<file path="config.mk">
export PLATFORM = sky130hd
export DESIGN_NAME = spi_slave_ctrl
export DESIGN_NICKNAME = d
export VERILOG_FILES = /design/src/rtl/spi_slave_ctrl.sv
export SDC_FILE = /design/constraint.sdc
export NUM_CORES = 1
export LEC_CHECK = 0
export ABC_AREA = 0
export ABC_CLOCK_PERIOD_IN_PS = 2100
export BUFFER_PORTS_ARGS = -buffer_cell sky130_fd_sc_hd__buf_2
export CORE_MARGIN = 4
export CORE_UTILIZATION = 53
export CTS_CLUSTER_SIZE = 16
export DETAILED_ROUTE_END_ITERATION = 10
export PLACE_DENSITY = 0.78
export SYNTH_ARGS = -nofsm -noshare
export SYNTH_HDL_FRONTEND = slang
export SYNTH_SLANG_ARGS = --single-unit
</file>
<file path="constraint.sdc">
create_clock -name SCLK -period 2.1 [get_ports SCLK]
set_input_delay 0.21 -clock SCLK [delete_from_list [all_inputs] [get_ports SCLK]]
set_output_delay 0.21 -clock SCLK [all_outputs]
set_load 0.01 [all_outputs]
</file>
<file path="src/rtl/spi_slave_ctrl.sv">
// spi_slave_ctrl: SPI slave transaction controller.
// Decodes the command byte, then sequences address, write-data and read-data
// phases, driving single-cycle strobes toward the datapath / register file.
// Optional macro SPI_CTRL_ERR_EN: adds a sticky protocol-error flag on Err
// (master overrun in DONE, or SS rising mid-transaction). Without it Err is 0.
module spi_slave_ctrl #(
   parameter int WIDTH = 8,
   parameter int LEN_W = WIDTH - 2
) (
   input  logic             SCLK,
   input  logic             RST,
   input  logic             SS,
   input  logic             counter_tick,
   input  logic [WIDTH-1:0] Data_sh,
   output logic             Address_en,
   output logic             Wr_Data_en,
   output logic             incr_sel,
   output logic             Rd_EN,
   output logic             Load_rd,
   output logic             Busy,
   output logic             Err
);

   typedef enum logic [2:0] {
      IDLE, CMD, ADDR, WR_DATA, WR_INC, RD_DUMMY, RD_DATA, DONE
   } state_t;

   localparam logic [LEN_W-1:0] REM_ONE = LEN_W'(1);

   state_t           state;
   logic             cmd_wr;
   logic [LEN_W-1:0] remaining;
   logic [1:0]       phase;   // cycles since last tick, 1 = cycle after tick, saturates at 3
   logic             live;    // out of reset and selected: strobes allowed

   assign live = RST & ~SS;

   // Transaction sequencing: command latch, byte countdown, intra-byte phase.
   always_ff @(posedge SCLK) begin
      if (!RST) begin
         state     <= IDLE;
         cmd_wr    <= 1'b0;
         remaining <= '0;
         phase     <= 2'd0;
      end else if (SS) begin
         // Deselect abandons everything, including a partial byte.
         state <= IDLE;
         phase <= 2'd0;
      end else begin
         if (counter_tick)
            phase <= 2'd1;
         else if (phase != 2'd3)
            phase <= phase + 2'd1;
         case (state)
            IDLE:     state <= CMD;
            CMD: if (counter_tick) begin
               cmd_wr    <= Data_sh[WIDTH-1];
               // Remaining = N-1: len for a burst, zero for a single byte.
               remaining <= Data_sh[WIDTH-2] ? Data_sh[LEN_W-1:0] : '0;
               state     <= ADDR;
            end
            ADDR: if (counter_tick)
               state <= cmd_wr ? WR_DATA : RD_DUMMY;
            WR_DATA: if (counter_tick)
               state <= (remaining == '0) ? DONE : WR_INC;
            WR_INC: begin
               remaining <= remaining - REM_ONE;
               state     <= WR_DATA;
            end
            RD_DUMMY: if (counter_tick)
               state <= RD_DATA;
            RD_DATA: if (counter_tick) begin
               if (remaining == '0)
                  state <= DONE;
               else
                  remaining <= remaining - REM_ONE;
            end
            DONE:     state <= DONE;
            default:  state <= IDLE;
         endcase
      end
   end

   // Strobe decode from registered state/phase and the current tick.
   always_comb begin
      Address_en = 1'b0;
      Wr_Data_en = 1'b0;
      incr_sel   = 1'b0;
      Rd_EN      = 1'b0;
      Load_rd    = 1'b0;
      if (live) begin
         case (state)
            ADDR:    Address_en = counter_tick;
            WR_DATA: Wr_Data_en = counter_tick;
            // One cycle after Wr_Data_en so the registered write uses the old address.
            WR_INC:  incr_sel   = 1'b1;
            RD_DUMMY: begin
               // First read fetches the addressed register without incrementing.
               Rd_EN   = (phase == 2'd1) & ~counter_tick;
               Load_rd = counter_tick;
            end
            RD_DATA: if (remaining != '0) begin
               // Bump address, then fetch, so the next byte is ready by the tick.
               incr_sel = (phase == 2'd1) & ~counter_tick;
               Rd_EN    = (phase == 2'd2) & ~counter_tick;
               Load_rd  = counter_tick;
            end
            default: ;
         endcase
      end
   end

   assign Busy = RST & (state != IDLE);

`ifdef SPI_CTRL_ERR_EN
   logic err_q;

   // Sticky error: overrun tick in DONE or deselect mid-transaction.
   always_ff @(posedge SCLK) begin
      if (!RST)
         err_q <= 1'b0;
      else if (state == IDLE && !SS)
         err_q <= 1'b0;
      else if ((state == DONE && counter_tick) ||
               (SS && (state inside {ADDR, WR_DATA, WR_INC, RD_DUMMY, RD_DATA})))
         err_q <= 1'b1;
   end

   assign Err = RST & err_q;
`else
   assign Err = 1'b0;
`endif

endmodule

</file>
==> flow_metrics.py, run 1 <==
metrics = {
    "status": {
        "outcome": "completed",
    },
    "timing": {
        "fmax_ghz": 0.478,
        "fin_worst_hold_slack_ps": 158,
        "final_max_slew_violation_count": 0,
        "fin_crit_sh_pct": 99.6,
        "worst_clock_skew_ps": 6.39,
        "setup_repair_after_global_routing_missed_its_margin": "true",
        "final.min_clock_period_ps": 2090,
        "setup_viol": 0,
        "timing.final.hold_violations": 0,
    },
    "clocking": {
        "worst_skew_pair.late_latency_ps": 290,
        "clock_buffers_created_by_tritoncts": 3,
        "tritoncts": "built",
        "cts_sinks": 12,
        "clock_input_transition_at_the_sequential_cells_of_the_worst_setup_and_hold_paths_ps": 90,
        "clock_tree.root_cell": "clkbuf_4",
        "ctsLongestPathBuffers": 2,
        "ctsHoldBuffers": 0,
        "cts-htree-levels": 1,
    },
    "detailed_routing": {
        "drt_drc_violations_left": 0,
        "drtPass1Iterations": 4,
        "avgRoutedWirePerCell_microns": 14.7,
        "dr.first_iter.drc_count": 31,
        "ant_nets": 0,
        "num_vias": 895,
        "post_drt_via_cell_ratio": 6.05,
        "drt_wl_total_microns": 2180,
    },
    "setup_path": {
        "crit-reg2reg-launch": "remaining[5]",
        "timing.reg2reg.worst_path_depth": 5,
        "setup.reg_to_reg.worst_slack_ps": 230,
        "worstPathCellList": "or4_4 > or2_4 > a32oi_2 > nor3_2 > buf_2",
        "timing.critical_path.to": "Rd_EN",
        "r2r-end": "remaining[0]",
        "cp_max_fo": 5,
        "slowest_stage": "or4_4",
        "worst-endpoint-required_ps": 1890,
        "worst_ep_arrival_time_ps": 1880,
        "timing_worst_setup_path_type": "reg -> out",
        "timing.critical_path.to_type": "primary output",
        "cp_slowest_stage_delay_ps": 540,
        "cp-startpoint": "remaining[5]",
        "critPathLaunchType": "register",
    },
    "final_layout": {
        "synthToLayoutAreaGrowth_pct": 14.4,
        "finish.cell_count_without_fillers": 148,
        "layout_common_cells": "buf_2 (17), a21oi_1 (13), nor2_1 (11)",
        "finalCoreUtilization_pct": 66.3,
        "filler_cell_count": 136,
        "layout.nets": 150,
        "diodes": 0,
        "final_cell_area_sq_um": 1050,
        "layout.cells.most_common": "buf_2",
        "drive_above_1_share_pct": 27.3,
    },
    "power": {
        "static_leakage_uw": 0.000457,
        "post-layout-total-power_uw": 527,
        "power.density_cell_area_nw_per_um2": 503,
        "ir_drop_mv": 0.396,
    },
    "die": {
        "core_area_sq_um": 1580,
        "placementRows": 14,
        "die_width_microns": 49.5,
        "die_area_sq_um": 2450,
        "design.portCount": 19,
        "die_y_microns": 49.5,
        "start_util_pct": 58.0,
    },
    "synth": {
        "synth_async_sr_flop_share_pct": 0,
        "ys.flop_type": "dfxtp_1",
        "number_of_cells_produced_by_synthesis": 117,
        "synth_edf_count": 0,
        "synthDistinctLibCells": 40,
        "ys_seq_area_share_pct": 26.3,
        "syn-mean-instance-area_sq_um": 7.82,
        "mappedNetlistArea_sq_um": 915,
        "yosysWarnings": 0,
        "synth_nets": 134,
        "postSynthRegisterBits": 12,
    },
    "place": {
        "place.detailed.hpwl_microns": 1630,
        "gpl.final_weighted_congestion": 0.988,
        "dpl_cell_area_sq_um": 987,
        "post-place-cells": 143,
        "port_buffers": 17,
    },
    "global_route": {
        "number_of_antenna_violations_at_the_first_check_in_global_routing": 0,
        "overall_fraction_of_global_route_tracks_in_use_pct": 19.4,
        "grt_first_pass_wirelength_microns": 3680,
        "globalRoute.totalOverflow": 0,
        "grt_pass1_vias": 786,
        "pin_count_of_the_biggest_net_entering_global_routing": 14,
    },
    "job": {
        "max_cap_violations": 0,
    },
    "min_path": {
        "min-delay-path-class": "in -> reg",
    },
}
## cells by family after synthesis
| family | Yosys count | synth area share (%) |
|---|---|---|
| flops | 12 | 26.3 |
| mux | 1 | 1.09 |
| other cells | 1 | 0.410 |
| simple gates | 45 | 26.1 |
| compound gates | 34 | 28.5 |
| fa+ha+maj | 5 | 6.84 |
| xor+xnor | 1 | 0.958 |
| buf+inv | 18 | 9.85 |
## power by group
group / switching (uW) / leakage, uW / internal [uW]
Clock: 92.8 / 0.0000210 / 106
Combinational: 49.7 / 0.000337 / 36.3
Sequential: 8.74 / 0.0000985 / 233
## area by class of cell
class / count / area (sq um) / share of cell area (%)
clock buffer: 4 / 36.3 / 3.47
inverter: 10 / 50.0 / 4.78
multi-input combinational: 87 / 597 / 57.1
sequential: 12 / 243 / 23.2
tap: 16 / 20.0 / 1.91
timing repair buffer: 19 / 100 / 9.57
## per-stage QoR
stage	TNS, ps	worst slack [ps]
finish	0	8.07
global route	-68.2	-50.5
CTS	0	14.8
detailed placement	0	314
global placement	0	336
floorplan	0	393
## registers in the layout, indices dropped and copies added (netlist names)
signal / count
phase: 2
state: 3
remaining: 6
cmd_wr: 1
## synth_stat cells, types with 2 or more instances
| library cell | number | share of area [%] |
|---|---|---|
| a21oi_1 | 13 | 7.1 |
| a31oi_1 | 5 | 3.4 |
| and3_1 | 4 | 2.7 |
| buf_2 | 2 | 1.1 |
| buf_4 | 2 | 1.6 |
| clkbuf_1 | 4 | 1.6 |
| dfxtp_1 | 12 | 26 |
| ha_1 | 5 | 6.8 |
| inv_1 | 6 | 2.5 |
| inv_2 | 3 | 1.2 |
| nand2_1 | 8 | 3.3 |
| nand2b_1 | 4 | 2.7 |
| nor2_1 | 11 | 4.5 |
| nor3_1 | 8 | 4.4 |
| o21ai_0 | 2 | 1.1 |
| o32ai_1 | 4 | 3.8 |
## per-layer routing
metal | track usage, % | wire length (microns)
met5 | 0 | 0
met4 | 6.91 | 29
met3 | 4.82 | 131
met2 | 27.3 | 1020
met1 | 28.1 | 1000
## worst min path at each step
stage	from	end	slack, ps	cells past startpoint
floorplan	Data_sh[7]	cmd_wr	350	2
global placement	Data_sh[7]	cmd_wr	450	3
detailed placement	Data_sh[7]	cmd_wr	460	3
CTS	Data_sh[7]	cmd_wr	170	3
global route	Data_sh[7]	cmd_wr	180	3
finish	Data_sh[7]	cmd_wr	160	3
## critical path: cells and delay by family (launching register included)
family / cells / cell delay, ps
DFF: 1 / 340
and+or+nand+nor: 3 / 890
AOI/OAI and AO/OA: 1 / 220
buffers and inverters: 1 / 140
## what timing repair did
| item | 4_1_cts | 5_1_grt |
|---|---|---|
| setup endpoints to repair | 1 | 2 |
| buffers inserted | 0 | 1 |
| resized for setup | 0 | 4 |
| pin swaps | 1 | 4 |
Power figures use the tool's default switching activity.
==> run 2, diff against run 1 <==
- ABC_CLOCK_PERIOD_IN_PS: 2100 -> 2300
- BUFFER_PORTS_ARGS: -buffer_cell sky130_fd_sc_hd__buf_2 -> default
- CORE_UTILIZATION: 53 -> 60
- DONT_BUFFER_PORTS: default -> 1
- PLACE_DENSITY: 0.78 -> 0.76
- clock period: 2.1 -> 2.3 ns (I/O delays scaled with it)
==> run 2 against run 1 <==
Die area is 9.8% lower. Highest routed layer unchanged. First-iteration DRC count grew 55%. Via count shrank 4.8%. Clock skew rose by 1.1 ps. Combinational power fell by 31%. Clock power decreased by 16%. Cell area shrank 11%. Non-clock buffer count down 19. Critical endpoint unchanged. Critical path depth shrank 1. Critical path type unchanged. Count of clock-buffer cells in the layout stayed put. Largest cell class unchanged. Register-to-register slack improved by 170 ps.
==> flow_metrics.py, run 2 (synthesis results as in run 1) <==
metrics = {
    "status": {
        "outcome": "completed",
    },
    "detailed_routing": {
        "dr.first_iter.drc_count": 48,
        "drtPass1Iterations": 4,
        "num_vias": 852,
        "drt_wl_total_microns": 2140,
        "ant_nets": 0,
        "drt_drc_violations_left": 0,
        "post_drt_via_cell_ratio": 6.66,
        "avgRoutedWirePerCell_microns": 16.7,
    },
    "clocking": {
        "clock_tree.root_cell": "clkbuf_4",
        "ctsHoldBuffers": 0,
        "postCtsSetupRepairBufs": 0,
        "clock_input_transition_at_the_sequential_cells_of_the_worst_setup_and_hold_paths_ps": 80,
        "ctsResizeCount": 0,
        "cts-htree-levels": 1,
        "ctsLongestPathBuffers": 2,
        "tritoncts": "built",
        "cts_sinks": 12,
        "clock_buffers_created_by_tritoncts": 3,
        "worst_skew_pair.late_latency_ps": 280,
    },
    "min_path": {
        "min_delay_worst_endpoint": "phase[1]",
        "worstHoldPathCells": 1,
        "min-delay-path-class": "in -> reg",
        "timing.hold.worst.start": "counter_tick",
    },
    "timing": {
        "worst_clock_skew_ps": 7.44,
        "timing.final.ws_setup_ps": 266,
        "fin_crit_sh_pct": 88.4,
        "setup_total_negative_slack_ps": 0,
        "setup_repair_after_global_routing_missed_its_margin": "false",
        "timing.final.hold_violations": 0,
        "setup_viol": 0,
        "final_max_slew_violation_count": 0,
        "final.min_clock_period_ps": 2030,
        "fmax_ghz": 0.492,
        "slew-limit-headroom_pct": 63.9,
        "worst-slew-pin-transition_ps": 537,
        "fin_worst_hold_slack_ps": 30.1,
    },
    "power": {
        "p_int_uw": 333,
        "ir_drop_mv": 0.394,
        "power.density_cell_area_nw_per_um2": 481,
        "post-layout-total-power_uw": 447,
        "power.share.combinational_pct": 13.3,
        "net-switching-power_uw": 114,
        "static_leakage_uw": 0.000360,
        "power.share.sequential_pct": 49.5,
        "pwr-share-clk_pct": 37.3,
        "swShare_pct": 25.4,
    },
    "global_route": {
        "number_of_antenna_violations_at_the_first_check_in_global_routing": 0,
        "grt_pass1_vias": 746,
        "globalRoute.totalOverflow": 0,
        "grt_first_pass_wirelength_microns": 3260,
        "pin_count_of_the_biggest_net_entering_global_routing": 14,
        "overall_fraction_of_global_route_tracks_in_use_pct": 21.2,
    },
    "die": {
        "placementRows": 13,
        "die_width_microns": 47.0,
        "design.portCount": 19,
        "start_util_pct": 66.9,
        "core_area_sq_um": 1370,
        "die_area_sq_um": 2210,
        "die_y_microns": 47.0,
    },
    "final_layout": {
        "largest-register": "remaining",
        "diodes": 0,
        "synthToLayoutAreaGrowth_pct": 1.64,
        "layout.nets": 131,
        "finalCoreUtilization_pct": 68.0,
        "filler_cell_count": 132,
        "layout_common_cells": "a21oi_1 (13), dfxtp_1 (12), nor2_1 (11)",
        "layout.cells.most_common": "a21oi_1",
        "top_regs": "remaining: 6 flops, state: 3 flops, phase: 2 flops",
        "largest_register_ffs": 6,
        "drive_above_1_share_pct": 11.5,
    },
    "setup_path": {
        "worst_ep_arrival_time_ps": 1800,
        "timing_worst_setup_path_type": "reg -> out",
        "timing.critical_path.to_type": "primary output",
        "crit-reg2reg-launch": "state[0]",
        "critPathLaunchType": "register",
        "timing.reg2reg.worst_path_depth": 4,
        "setup.reg_to_reg.worst_slack_ps": 400,
        "r2r-end": "remaining[0]",
        "cp_max_fo": 6,
        "worst-endpoint-required_ps": 2070,
    },
    "place": {
        "gpl.final_weighted_congestion": 0.888,
        "place.detailed.hpwl_microns": 1570,
        "post-place-ws_ps": 491,
        "port_buffers": 0,
    },
    "job": {
        "max_cap_violations": 0,
    },
}
## run 2: changes by cell type in the layout (fill, tap and decap cells not counted), sizes merged
cell  before  now
buf       19    0
## run 2: layer usage
| layer | wire [microns] | part of all wire [%] | GRT usage, % |
|---|---|---|---|
| met1 | 968 | 45 | 27.6 |
| met2 | 990 | 46 | 32.8 |
| met3 | 164 | 7.7 | 8.05 |
| met4 | 12 | 0.56 | 5.52 |
| met5 | 0 | 0 | 0 |
## run 2: metrics by stage
stage,cells,instance area [sq um]
CTS,128,930
detailed placement,124,893
global placement,124,893
finish,128,930
global route,128,930
floorplan,117,915
## run 2: area by class of cell
cell class / count / area, sq um / share of cell area [%]
well taps: 15 / 18.8 / 2.02
clock buffers: 4 / 36.3 / 3.90
flip-flops and latches: 12 / 240 / 25.8
multi-input cells: 87 / 584 / 62.9
inverters: 10 / 50.0 / 5.38
## run 2: worst max path at each step
stage / start / endpoint / slack [ps] / depth (start not counted)
after floorplan: remaining[0] / remaining[1] / 590 / 7
after global placement: remaining[0] / remaining[1] / 570 / 6
after detailed placement: state[0] / remaining[0] / 490 / 4
after CTS: remaining[2] / Rd_EN / 290 / 4
after global routing: remaining[2] / Rd_EN / 230 / 4
final: remaining[2] / Rd_EN / 270 / 4
## run 2: power groups by stage
stage | sequential (uW) | clock (uW) | combinational [uW]
5_1_grt | 222 | 185 | 64.8
4_1_cts | 221 | 169 | 58.5
2_1_floorplan | 221 | 0 | 58.9
3_3_place_gp | 225 | 0 | 56.9
3_5_place_dp | 226 | 0 | 57.8
6_report | 221 | 167 | 59.4
## run 2: worst max-delay path, cell delays in order (launching register included)
cell     delay, ps
dfxtp_1        370
or4_4          540
or2_4          280
a32oi_1        230
nor3_1         120
